[config.mk]
export PLATFORM = sky130hd
export DESIGN_NAME = march_controller
export DESIGN_NICKNAME = d
export VERILOG_FILES = /design/src/rtl/march_pkg.sv /design/src/rtl/march_addr_cnt.sv /design/src/rtl/march_controller.sv
export SDC_FILE = /design/constraint.sdc
export NUM_CORES = 1
export LEC_CHECK = 0
export ABC_CLOCK_PERIOD_IN_PS = 2700
export CAP_MARGIN = 0
export CORE_MARGIN = 2
export CORE_UTILIZATION = 49
export CTS_CLUSTER_DIAMETER = 40
export CTS_CLUSTER_SIZE = 14
export DETAILED_ROUTE_END_ITERATION = 10
export PLACE_DENSITY = 0.77
export REMOVE_ABC_BUFFERS = 1
export SLEW_MARGIN = 20
export SYNTH_ARGS = -nofsm -noshare
export SYNTH_HDL_FRONTEND = slang
export SYNTH_SLANG_ARGS = --single-unit
[constraint.sdc]
create_clock -name clk -period 2.7 [get_ports clk]
set_clock_uncertainty 0.15 [all_clocks]
set_input_delay 0.675 -clock clk [delete_from_list [all_inputs] [get_ports clk]]
set_output_delay 0.675 -clock clk [all_outputs]
set_load 0.02 [all_outputs]
[src/rtl/march_pkg.sv]
// -----------------------------------------------------------------------------
// march_pkg
// Shared definitions for the March C- memory test controller:
//   - controller state encoding (legacy numeric values, wrapped in an enum)
//   - March element index M0..M5
//   - per-element constants: sweep direction, read-expected background,
//     write background, and whether the element reads and/or writes
//   - next_elem(): element sequencing helper
// Background values are single bits; the controller replicates them across
// the data width (0 = all-zeros, 1 = all-ones).
// -----------------------------------------------------------------------------
package march_pkg;

  // Legacy state encoding
  localparam logic [2:0] ST_IDLE      = 3'd0;
  localparam logic [2:0] ST_WR_ONLY   = 3'd1;
  localparam logic [2:0] ST_RD        = 3'd2;
  localparam logic [2:0] ST_RD_CMP_WR = 3'd3;
  localparam logic [2:0] ST_RD_CMP    = 3'd4;
  localparam logic [2:0] ST_DONE      = 3'd5;

  typedef enum logic [2:0] {
    S_IDLE      = ST_IDLE,
    S_WR_ONLY   = ST_WR_ONLY,
    S_RD        = ST_RD,
    S_RD_CMP_WR = ST_RD_CMP_WR,
    S_RD_CMP    = ST_RD_CMP,
    S_DONE      = ST_DONE
  } march_state_e;

  typedef enum logic [2:0] {
    M0 = 3'd0,
    M1 = 3'd1,
    M2 = 3'd2,
    M3 = 3'd3,
    M4 = 3'd4,
    M5 = 3'd5
  } march_elem_e;

  typedef struct packed {
    logic up;      // 1 = sweep 0..N-1, 0 = sweep N-1..0
    logic has_rd;  // element starts each address with a read
    logic has_wr;  // element writes each address
    logic rd_val;  // expected read background
    logic wr_val;  // write background
  } elem_cfg_t;

  localparam elem_cfg_t CFG_M0   = '{up: 1'b1, has_rd: 1'b0, has_wr: 1'b1, rd_val: 1'b0, wr_val: 1'b0};
  localparam elem_cfg_t CFG_M1   = '{up: 1'b1, has_rd: 1'b1, has_wr: 1'b1, rd_val: 1'b0, wr_val: 1'b1};
  localparam elem_cfg_t CFG_M2   = '{up: 1'b1, has_rd: 1'b1, has_wr: 1'b1, rd_val: 1'b1, wr_val: 1'b0};
  localparam elem_cfg_t CFG_M3   = '{up: 1'b0, has_rd: 1'b1, has_wr: 1'b1, rd_val: 1'b0, wr_val: 1'b1};
  localparam elem_cfg_t CFG_M4   = '{up: 1'b0, has_rd: 1'b1, has_wr: 1'b1, rd_val: 1'b1, wr_val: 1'b0};
  localparam elem_cfg_t CFG_M5   = '{up: 1'b0, has_rd: 1'b1, has_wr: 1'b0, rd_val: 1'b0, wr_val: 1'b0};
  localparam elem_cfg_t CFG_NONE = '{up: 1'b0, has_rd: 1'b0, has_wr: 1'b0, rd_val: 1'b0, wr_val: 1'b0};

  // Table indexed by march_elem_e; entries 6 and 7 are unreachable.
  localparam elem_cfg_t [7:0] ELEM_CFG = '{
    CFG_NONE, CFG_NONE, CFG_M5, CFG_M4, CFG_M3, CFG_M2, CFG_M1, CFG_M0
  };

  function automatic march_elem_e next_elem(input march_elem_e e);
    march_elem_e n;
    case (e)
      M0:      n = M1;
      M1:      n = M2;
      M2:      n = M3;
      M3:      n = M4;
      M4:      n = M5;
      default: n = M5;
    endcase
    return n;
  endfunction

endpackage

[src/rtl/march_addr_cnt.sv]
// -----------------------------------------------------------------------------
// march_addr_cnt
// Up/down address counter for the March controller.
// Ports:
//   clk          : clock, rising edge
//   reset        : synchronous active-high reset (address -> 0)
//   i_load       : load start address (has priority over i_en)
//   i_load_ones  : load value select: 1 = all-ones (down sweep), 0 = zero
//   i_en         : step the address one position in direction i_up
//   i_up         : current sweep direction (also selects the terminal value)
//   o_addr       : current address (registered)
//   o_term       : address is the last one of the current sweep
//                  (N-1 when sweeping up, 0 when sweeping down)
// -----------------------------------------------------------------------------
module march_addr_cnt #(
  parameter int AD_W = 4
) (
  input  logic            clk,
  input  logic            reset,
  input  logic            i_load,
  input  logic            i_load_ones,
  input  logic            i_en,
  input  logic            i_up,
  output logic [AD_W-1:0] o_addr,
  output logic            o_term
);

  logic [AD_W-1:0] r_addr;

  // Address register: reload at element start, step inside an element.
  always_ff @(posedge clk) begin
    if (reset) begin
      r_addr <= {AD_W{1'b0}};
    end else if (i_load) begin
      r_addr <= i_load_ones ? {AD_W{1'b1}} : {AD_W{1'b0}};
    end else if (i_en) begin
      r_addr <= i_up ? (r_addr + AD_W'(1'b1)) : (r_addr - AD_W'(1'b1));
    end else begin
      r_addr <= r_addr;
    end
  end

  // Element end is flagged explicitly so the controller never relies on wrap.
  always_comb begin
    if (i_up) begin
      o_term = (r_addr == {AD_W{1'b1}});
    end else begin
      o_term = (r_addr == {AD_W{1'b0}});
    end
  end

  assign o_addr = r_addr;

endmodule

[src/rtl/march_controller.sv]
// -----------------------------------------------------------------------------
// march_controller
// March C- memory test sequencer:
//   M0 up(w0), M1 up(r0,w1), M2 up(r1,w0), M3 down(r0,w1), M4 down(r1,w0),
//   M5 down(r0).
// A run takes 11*N cycles from the first memory strobe; done pulses one
// cycle after the last M5 compare. Read data is expected the cycle after
// mem_re, so each read element uses a read cycle (RD) followed by a compare
// cycle (RD_CMP_WR, or RD_CMP in M5) at the same address.
// Ports:
//   clk, reset      : clock (rising edge), synchronous active-high reset
//   start           : single-cycle run request, accepted only in IDLE
//   mem_addr        : memory address
//   mem_we, mem_re  : write / read strobes (never both high)
//   mem_wdata       : write data
//   mem_rdata       : read data, valid the cycle after mem_re
//   busy            : high while the run is in progress (low during done)
//   done            : one-cycle end-of-run pulse
//   fail, fail_addr : sticky mismatch flag and first failing address,
//                     both cleared when a start is accepted
// Configuration macro:
//   MARCH_FAIL_STOP_EN : when defined, the first mismatch ends the run; the
//                        write of that compare cycle is suppressed and done
//                        pulses on the next cycle.
// -----------------------------------------------------------------------------
module march_controller
  import march_pkg::*;
#(
  parameter int AD_W = 4,
  parameter int DW   = 8
) (
  input  logic            clk,
  input  logic            reset,
  input  logic            start,
  output logic [AD_W-1:0] mem_addr,
  output logic            mem_we,
  output logic            mem_re,
  output logic [DW-1:0]   mem_wdata,
  input  logic [DW-1:0]   mem_rdata,
  output logic            busy,
  output logic            done,
  output logic            fail,
  output logic [AD_W-1:0] fail_addr
);

  march_state_e    r_state;
  march_state_e    w_nxt_state;
  march_elem_e     r_elem;
  march_elem_e     w_nxt_elem;
  march_elem_e     w_adv_elem;

  logic            w_load;
  logic            w_load_ones;
  logic            w_en;
  logic            w_term;
  logic            w_start_acc;
  logic            w_cmp;
  logic            w_mismatch;
  logic            w_stop;
  logic            w_nxt_we;
  logic [AD_W-1:0] w_addr;

  logic            r_mem_we;
  logic            r_mem_re;
  logic [DW-1:0]   r_mem_wdata;
  logic            r_busy;
  logic            r_done;
  logic            r_fail;
  logic [AD_W-1:0] r_fail_addr;

  march_addr_cnt #(
    .AD_W (AD_W)
  ) u_addr_cnt (
    .clk         (clk),
    .reset       (reset),
    .i_load      (w_load),
    .i_load_ones (w_load_ones),
    .i_en        (w_en),
    .i_up        (ELEM_CFG[r_elem].up),
    .o_addr      (w_addr),
    .o_term      (w_term)
  );

  assign w_adv_elem = next_elem(r_elem);
  assign w_cmp      = (r_state == S_RD_CMP_WR) || (r_state == S_RD_CMP);
  assign w_mismatch = w_cmp && (mem_rdata != {DW{ELEM_CFG[r_elem].rd_val}});

`ifdef MARCH_FAIL_STOP_EN
  // The compare result is only known in the compare cycle itself, so the
  // already-registered write strobe is cancelled combinationally.
  assign w_stop = w_mismatch;
  assign mem_we = r_mem_we & ~w_stop;
`else
  assign w_stop = 1'b0;
  assign mem_we = r_mem_we;
`endif

  // Next-state, element sequencing and address counter control.
  always_comb begin
    w_nxt_state = r_state;
    w_nxt_elem  = r_elem;
    w_load      = 1'b0;
    w_load_ones = 1'b0;
    w_en        = 1'b0;
    w_start_acc = 1'b0;
    case (r_state)
      S_IDLE: begin
        if (start) begin
          w_start_acc = 1'b1;
          w_nxt_elem  = M0;
          w_nxt_state = S_WR_ONLY;
          w_load      = 1'b1;
          w_load_ones = 1'b0;
        end else begin
          w_nxt_state = S_IDLE;
        end
      end
      S_RD: begin
        w_nxt_state = ELEM_CFG[r_elem].has_wr ? S_RD_CMP_WR : S_RD_CMP;
      end
      // Last cycle spent on an address: step, or move to the next element
      // (reloading the address in this same cycle), or finish.
      S_WR_ONLY, S_RD_CMP_WR, S_RD_CMP: begin
        if (w_stop) begin
          w_nxt_state = S_DONE;
        end else if (!w_term) begin
          w_en        = 1'b1;
          w_nxt_state = ELEM_CFG[r_elem].has_rd ? S_RD : S_WR_ONLY;
        end else if (r_elem == M5) begin
          w_nxt_state = S_DONE;
        end else begin
          w_nxt_elem  = w_adv_elem;
          w_load      = 1'b1;
          w_load_ones = ~ELEM_CFG[w_adv_elem].up;
          w_nxt_state = ELEM_CFG[w_adv_elem].has_rd ? S_RD : S_WR_ONLY;
        end
      end
      S_DONE: begin
        w_nxt_state = S_IDLE;
      end
      default: begin
        w_nxt_state = S_IDLE;
        w_nxt_elem  = M0;
      end
    endcase
  end

  assign w_nxt_we = (w_nxt_state == S_WR_ONLY) || (w_nxt_state == S_RD_CMP_WR);

  // State, element and registered strobe/status outputs.
  always_ff @(posedge clk) begin
    if (reset) begin
      r_state     <= S_IDLE;
      r_elem      <= M0;
      r_mem_we    <= 1'b0;
      r_mem_re    <= 1'b0;
      r_mem_wdata <= {DW{1'b0}};
      r_busy      <= 1'b0;
      r_done      <= 1'b0;
    end else begin
      r_state     <= w_nxt_state;
      r_elem      <= w_nxt_elem;
      r_mem_we    <= w_nxt_we;
      r_mem_re    <= (w_nxt_state == S_RD);
      r_mem_wdata <= w_nxt_we ? {DW{ELEM_CFG[w_nxt_elem].wr_val}} : {DW{1'b0}};
      r_busy      <= (w_nxt_state != S_IDLE) && (w_nxt_state != S_DONE);
      r_done      <= (w_nxt_state == S_DONE);
    end
  end

  // Sticky fail flag; only the first mismatch of a run records its address.
  always_ff @(posedge clk) begin
    if (reset) begin
      r_fail      <= 1'b0;
      r_fail_addr <= {AD_W{1'b0}};
    end else if (w_start_acc) begin
      r_fail      <= 1'b0;
      r_fail_addr <= {AD_W{1'b0}};
    end else if (w_mismatch && !r_fail) begin
      r_fail      <= 1'b1;
      r_fail_addr <= w_addr;
    end else begin
      r_fail      <= r_fail;
      r_fail_addr <= r_fail_addr;
    end
  end

  assign mem_addr  = w_addr;
  assign mem_re    = r_mem_re;
  assign mem_wdata = r_mem_wdata;
  assign busy      = r_busy;
  assign done      = r_done;
  assign fail      = r_fail;
  assign fail_addr = r_fail_addr;

endmodule

# == Yosys cells after proc, flatten, opt, wreduce, memory -nomap -nowiden ==
# Memory sizes are Yosys's and may differ from the RTL's. A register that Yosys moved wholly into a read port is not among the register bits.
# Cells that the tools add are included.
# classes
n_mux,30
n_reduce_logical,15
n_bitwise,2
n_lt_le_gt_ge,2
add_sub_neg,2
n_eq_ne,16
# op_table
op,n
3-bit two-way mux,7
3-bit by 2-bit equality test with 1-bit output (second input constant),6
3-bit one-hot mux with 3 select lines,2
4-bit two-way mux,4
3-bit equality test (second input constant),4
3-bit one-hot mux with 4 select lines,1
1-bit two-way mux,11
5-bit two-way mux,2
3-bit by 1-bit equality test with 1-bit output (second input constant),3
3-bit by 4-bit < comparator with 1-bit output (second input constant),2
8-bit inequality test,1
3-bit logical NOT,2
2-bit OR reduction,3
4-bit by 1-bit adder with 4-bit output (second input constant),1
4-bit equality test (second input constant),1
4-bit logical NOT,1
2-bit two-way mux,2
4-bit by 1-bit subtractor with 4-bit output (second input constant),1
1-bit logical AND,3
3-bit inequality test (second input constant),1
3-bit nonzero test,1
3-bit OR reduction,1
1-bit logical OR,2
1-bit inverter,2
other kinds (3),3
# word_totals
output_inout_bits,21
register_bits,19
mem_count,3
input_bits,11
romBits,120
# memory_table
memory,depth,width,rd,rd_clocked_by_memory_dff,write_ports,line,text
(name not given),8,5,1,1,0,march_controller.sv:165,r_mem_wdata <= w_nxt_we ? {DW{ELEM_CFG[w_nxt_elem].wr_val}} : {DW{1'b0}};
(name not given),8,5,1,0,0,march_controller.sv:135,w_nxt_state = ELEM_CFG[w_adv_elem].has_rd ? S_RD : S_WR_ONLY;
(name not given),8,5,1,1,0,march_controller.sv:128,w_nxt_state = ELEM_CFG[r_elem].has_rd ? S_RD : S_WR_ONLY;

# == Longest topological paths before layout ==
# Gate-level depths: netlist of run 1.
# logic_depth
depth_word,12
ltp_mapped,7
mapped_depth_nobuf,7

# == Modules after synthesis ==
# From an unflattened synthesis of run 1, not the netlist that was laid out.
# hier_totals
cells_unflattened,156
hier_area_um2,1340.0
# by_module_without_submodules
mod,cells_each,instances,area_per_inst_um2,seq_area_each_um2
march_controller,123,1,1047.3,400.4
march_addr_cnt,33,1,292.8,80.1

# == Worst setup path before layout of run 1 ==
# OpenSTA, ideal clock, no wires.
# synth_path
path_type,input to register
start,input port mem_rdata[2]
end,"register r_fail_addr[0], in the netlist fail_addr[0]"
arrival_ns,1.877
path_slack_ns,0.555
stages,6
path_cell_list,or4_1 -> nor4_1 -> or4_1 -> buf_2 -> mux2i_1 -> nor2_1
# synth_between
elab_chain_len,3
# synth_lines
element,line,text
start: declaration,march_controller.sv:39,"input logic [DW-1:0] mem_rdata,"
8-bit inequality test,march_controller.sv:86,assign w_mismatch = w_cmp && (mem_rdata != {DW{ELEM_CFG[r_elem].rd_val}});
1-bit logical AND,march_controller.sv:86,
1-bit logical AND,march_controller.sv:179,end else if (w_mismatch && !r_fail) begin
end signal: assignment,march_controller.sv:178,r_fail_addr <= {AD_W{1'b0}};
end signal: assignment,march_controller.sv:181,r_fail_addr <= w_addr;
end signal: assignment,march_controller.sv:184,r_fail_addr <= r_fail_addr;
end: declaration,march_controller.sv:69,logic [AD_W-1:0] r_fail_addr;
# Every way passes these cells.
# A chain may end at the register's enable or synchronous reset.

# == Worst setup path after layout of run 1 ==
# layout_path
start,input port mem_rdata[2]
end,"register r_fail_addr[1], in the netlist fail_addr[1]"
# The elaborated chain is that of the path after synthesis.

==> impl_metrics.yaml, run 1 <==
route:
  via_per_inst: 5.88
  route.detailed.wl_per_inst_um: 14.2
  ant_nets: 0
  wl_um: 2990
  drtIter0Drc: 40
  drcViolationCount: 0
  num_vias: 1240
  dr.pass1.iters: 4
power_and_ir_drop:
  power_mw: 0.752
  p_leak_nw: 0.652
  power_density_nw_per_um2: 442
  peakVddDrop_v: 0.000344
timing:
  grt_setup_unrepaired: "false"
  fin_tns_setup_ps: 0
  finalSetupViolCount: 0
  finalCriticalPeriod_ps: 2340
  final_max_slew_viol_count: 0
  hold_viol_final: 0
  maxSlewHeadroom_pct: 65.9
  period_share_pct: 86.8
  setup_ws_ps: 358
  worst_pin_slew_ps: 510
  fmax_mhz: 427
critical_path:
  cp.arrival_ps: 2410
  required_ps: 2760
  startpoint_type: "input pin"
  path_max_fanout: 5
  cp_slowest_stage_delay_ps: 520
  rrSetupSlack_ps: 500
  crit_path_start: "mem_rdata[2]"
  crit_path_end_kind: "flop"
  crit_chain: "clkdlybuf4s50_1 -> or4_1 -> nor4_1 -> or4_1 -> mux2i_1 -> nor2_1"
  slowest_stage: "or4_1"
  r2r_cells: 6
  setup.worst_path.class: "in -> reg"
  critPathMostFrequentCell: "or4_1"
  r2r_start: "u_addr_cnt.o_addr[3]"
clock_tree:
  cts-resized-gates: 0
  cts_tree: "built"
  cts_buffers: 3
  post_cts_buffers: 0
  h-tree-depth: 1
  cts_hold_buf: 0
  cts_num_sinks: 24
  clkTransAtPathRegs_ps: 120
  clock_path_buffers: 2
  insertion_delay_ps: 310
  root_buffer: "clkbuf_4"
cells_and_area:
  antenna_cells: 0
  n_fill_cell: 233
  drive_above_1_share_pct: 11.7
  layout.nets: 195
  area_growth_pct: 25.3
  seq_area_um2: 480
  multi_input_area_um2: 778
  final_area_um2: 1700
  post-route-util_pct: 63.3
synth:
  synth_area_leaders: "dfxtp_1 (35%), nor2_1 (4.7%), buf_4 (3.9%), mux2i_1 (2.9%), nand2_1 (2.8%)"
  async_flop_share_pct: 0
  synth-edff-count: 0
  ys_seq_area_share_pct: 35.4
  ys_types: 52
  synth_top_flop_cell: "dfxtp_1"
  synth_seq_cells: 24
  synth.most_common_cell: "dfxtp_1"
  yosysTopAreaCell: "dfxtp_1"
  synth_top_area_share_pct: 35.4
  netlist_top_cells_count: "dfxtp_1 (24), nor2_1 (17), nand2_1 (10)"
  synth_cells: 153
  synth_area_um2: 1360
  synth_warnings: 0
  postSynthAreaPerCell_um2: 8.87
floorplanning:
  initial_utilization_pct: 50.5
  die_w_um: 56.6
  io_pins: 32
  dieArea_um2: 3210
  fp-row-count: 19
  die-height_um: 56.6
  core_um2: 2690
placed_design:
  port_buffers: 31
  pre_cts_slack_ps: 17.4
  place.gp.congestion: 0.824
  place_area_um2: 1650
  dp_hpwl_um: 2330
global_route:
  gr-usage-all-layers_pct: 20.6
  grt_pass1_vias: 1196
  grt_overflow: 0
  grt_start_max_net_pins: 15
  grt_antenna_before_repair: 0
  grt_first_pass_wirelength_um: 5270
min_path:
  hold_class: "reg -> reg"
  min_to: "fail"
  hold_depth: 2
  hold_start: "fail"
flow_run:
  drv_cap: 0
outcome:
  status: "completed"
placed cells by master, fill, tap and decap left out, types with 2 or more instances in the layout:
master           Yosys  final
nor2_1              17     17
a2bb2oi_1            2      2
a31oi_1              3      3
buf_4                7      2
xnor2_1              2      2
nand2_1             10     10
inv_1                7      7
or4_1                2      2
a21oi_1              7      7
a21o_1               4      4
nand2b_1             4      4
a221oi_1             3      3
nand4_1              2      2
nor3_1               3      3
mux2i_1              4      4
a211oi_2             2      2
ha_1                 2      2
clkbuf_4             0      3
or2_2                2      2
or3_1                4      4
o21ai_0              5      5
nand3_1              4      4
dfxtp_1             24     24
mux2_2               2      2
clkdlybuf4s50_1      0     31
nor4_1               3      3
worst max-delay path by stage:
stage	end	slack [ps]	cells after the start
2_1_floorplan	mem_wdata[0]	440	5
3_3_place_gp	fail_addr[2]	90	6
3_5_place_dp	fail_addr[1]	20	6
4_1_cts	fail_addr[1]	350	6
5_1_grt	fail_addr[0]	240	6
6_report	fail_addr[1]	360	6
cell families after synthesis:
group           Yosys count  synth area share (%)
compound gates           37                  19.4
xor+xnor                  3                  1.94
fa+ha+maj                 3                  3.32
buf+inv                  17                  7.28
flops                    24                  35.4
mux                       7                  6.27
simple gates             62                  26.4
final cells by class:
class | instances | area share (%)
timing repair buffer | 33 | 19.1
multi-input combinational | 112 | 45.7
clock buffer | 3 | 1.32
tap | 31 | 2.28
inverter | 7 | 1.54
clock inverter | 1 | 1.76
sequential | 24 | 28.2
per-stage QoR:
step / hold WS, ps / cells
floorplan: 361 / 143
global placement: 304 / 207
detailed placement: 313 / 207
CTS: 331 / 211
global route: 355 / 211
finish: 331 / 211
report_power, final:
group	switching (mW)	internal [mW]	total (mW)
sequential	0.0153	0.364	0.379
clock	0.106	0.150	0.256
combinational	0.0606	0.0564	0.117
critical path, delay by kind of cell:
kind                   cells  cell delay (ps)
buffers and inverters      1              410
muxes                      1              230
and+or+nand+nor            4             1080
layer usage:
layer | share of wire (%) | track usage, %
met1 | 42 | 26.3
met2 | 52 | 35.4
met3 | 4.9 | 2.53
met4 | 1.3 | 7.48
met5 | 0 | 0
No activity file was read; power rests on OpenSTA's default activity.
==> run 2: changes to the inputs <==
==> constraint.sdc (replaced) <==
create_clock -name clk -period 2.7 [get_ports clk]
set_clock_uncertainty 0.15 [all_clocks]
set_input_delay 0.54 -clock clk [delete_from_list [all_inputs] [get_ports clk]]
set_output_delay 0.54 -clock clk [all_outputs]
set_load 0.02 [all_outputs]
==> run 2 against run 1 <==
- register-to-register slack is essentially flat
- total power down 8.6%
- sequential power hardly changed
- hold slack worse by 7.0 ps
- clock-buffer cell count grew 1
- cell area decreased by 1.4%
- flip-flop and latch count is the same
- combinational power barely moved
- sequential share of layout area increased by 0.40 points
- clock power fell by 26%
- cell count down 0.47%
==> impl_metrics.yaml, run 2 (synthesis results as in run 1) <==
cells_and_area:
  n_fill_cell: 259
  antenna_cells: 0
  final_common_cell: "clkdlybuf4s50_1"
  final_cell_mix: "clkdlybuf4s50_1 (31), dfxtp_1 (24), nor2_1 (17), nand2_1 (10)"
  drive_above_1_share_pct: 11.2
  layout.nets: 194
  area_growth_pct: 23.6
global_route:
  grt_antenna_before_repair: 0
  grt_overflow: 0
  gr-usage-all-layers_pct: 22.0
  grt_pass1_vias: 1260
  grt_first_pass_wirelength_um: 5580
  grt_start_max_net_pins: 14
clock_tree:
  insertion_delay_ps: 320
  cts_hold_buf: 0
  h-tree-depth: 1
  cts_buffers: 3
  cts-resized-gates: 0
  root_buffer: "clkbuf_4"
  clock_path_buffers: 2
  clkTransAtPathRegs_ps: 120
  post_cts_buffers: 0
  cts_tree: "built"
  cts_num_sinks: 24
critical_path:
  crit_path_end_kind: "flop"
  cp.arrival_ps: 2320
  rrSetupSlack_ps: 500
  required_ps: 2770
  startpoint_type: "input pin"
  setup.worst_path.class: "in -> reg"
  path_max_fanout: 5
floorplanning:
  dieArea_um2: 3210
  initial_utilization_pct: 50.5
  core_um2: 2690
  die_w_um: 56.6
  io_pins: 32
  die-height_um: 56.6
  fp-row-count: 19
outcome:
  status: "completed"
timing:
  grt_setup_unrepaired: "false"
  fin_tns_setup_ps: 0
  final_max_slew_viol_count: 0
  period_share_pct: 83.2
  finalCriticalPeriod_ps: 2250
  maxSlewHeadroom_pct: 67.3
  hold_viol_final: 0
  finalSetupViolCount: 0
  worst_pin_slew_ps: 488
  fmax_mhz: 445
power_and_ir_drop:
  power_density_nw_per_um2: 410
  power_mw: 0.688
  peakVddDrop_v: 0.000338
  p_leak_nw: 0.640
route:
  drcViolationCount: 0
  ant_nets: 0
  wl_um: 3240
  num_vias: 1234
  via_per_inst: 5.88
  dr.pass1.iters: 4
  route.detailed.wl_per_inst_um: 15.4
  drtIter0Drc: 31
flow_run:
  drv_cap: 0
placed_design:
  dp_hpwl_um: 2530
  place.gp.congestion: 0.833
  port_buffers: 31
min_path:
  hold_class: "reg -> reg"
run 2: cell types whose count changed in the layout (fill, tap and decap cells not counted), sizes merged:
cell | before | now
bufinv | 1 | 0
clkbuf | 3 | 4
buf | 2 | 1
run 2: worst max-delay path, stage by stage:
cell and delay, ps:
clkdlybuf4s50_1 420, or4_1 530, nor4_1 220, or4_1 310
mux2i_1 240, nor2_1 50
run 2: power breakdown:
| part | switching [mW] | internal, mW | leakage (nW) |
|---|---|---|---|
| combinational | 0.0629 | 0.0556 | 0.424 |
| clock | 0.108 | 0.0826 | 0.0210 |
| sequential | 0.0154 | 0.364 | 0.195 |
| total | 0.186 | 0.502 | 0.640 |
run 2: stage by stage:
| stage | utilization (%) | std cells | setup WS [ps] | instance area, um^2 | hold slack [ps] |
|---|---|---|---|---|---|
| floorplan | - | 143 | 440 | 1280 | 361 |
| global placement | 61.1 | 206 | 227 | 1640 | 304 |
| detailed placement | 61.1 | 206 | 118 | 1640 | 316 |
| CTS | 62.5 | 210 | 465 | 1680 | 330 |
| global route | 62.5 | 210 | 376 | 1680 | 361 |
| finish | 62.5 | 210 | 455 | 1680 | 324 |
run 2: layout make-up:
type	count	area, um^2	area share (%)
flip-flops and latches	24	480	28.6
well taps	31	38.8	2.31
clock buffers	4	36.3	2.16
multi-input cells	112	778	46.4
inverters	7	26.3	1.57
repair buffers	32	318	18.9
run 2: worst paths after layout:
path | from | end | cells after the start
max | mem_rdata[2] | fail_addr[2] | 6
min | fail | fail | 2
max reg2reg | u_addr_cnt.o_addr[3] | mem_wdata[0] | 5
min reg2reg | fail | fail | 2
run 2: metal layers:
layer	track usage, %	vias up	wire [um]
met2	37.9	22	1720
met4	9.52	0	61
li1	-	608	-
met1	27.3	595	1380
met3	3.00	9	76
met5	0	-	0
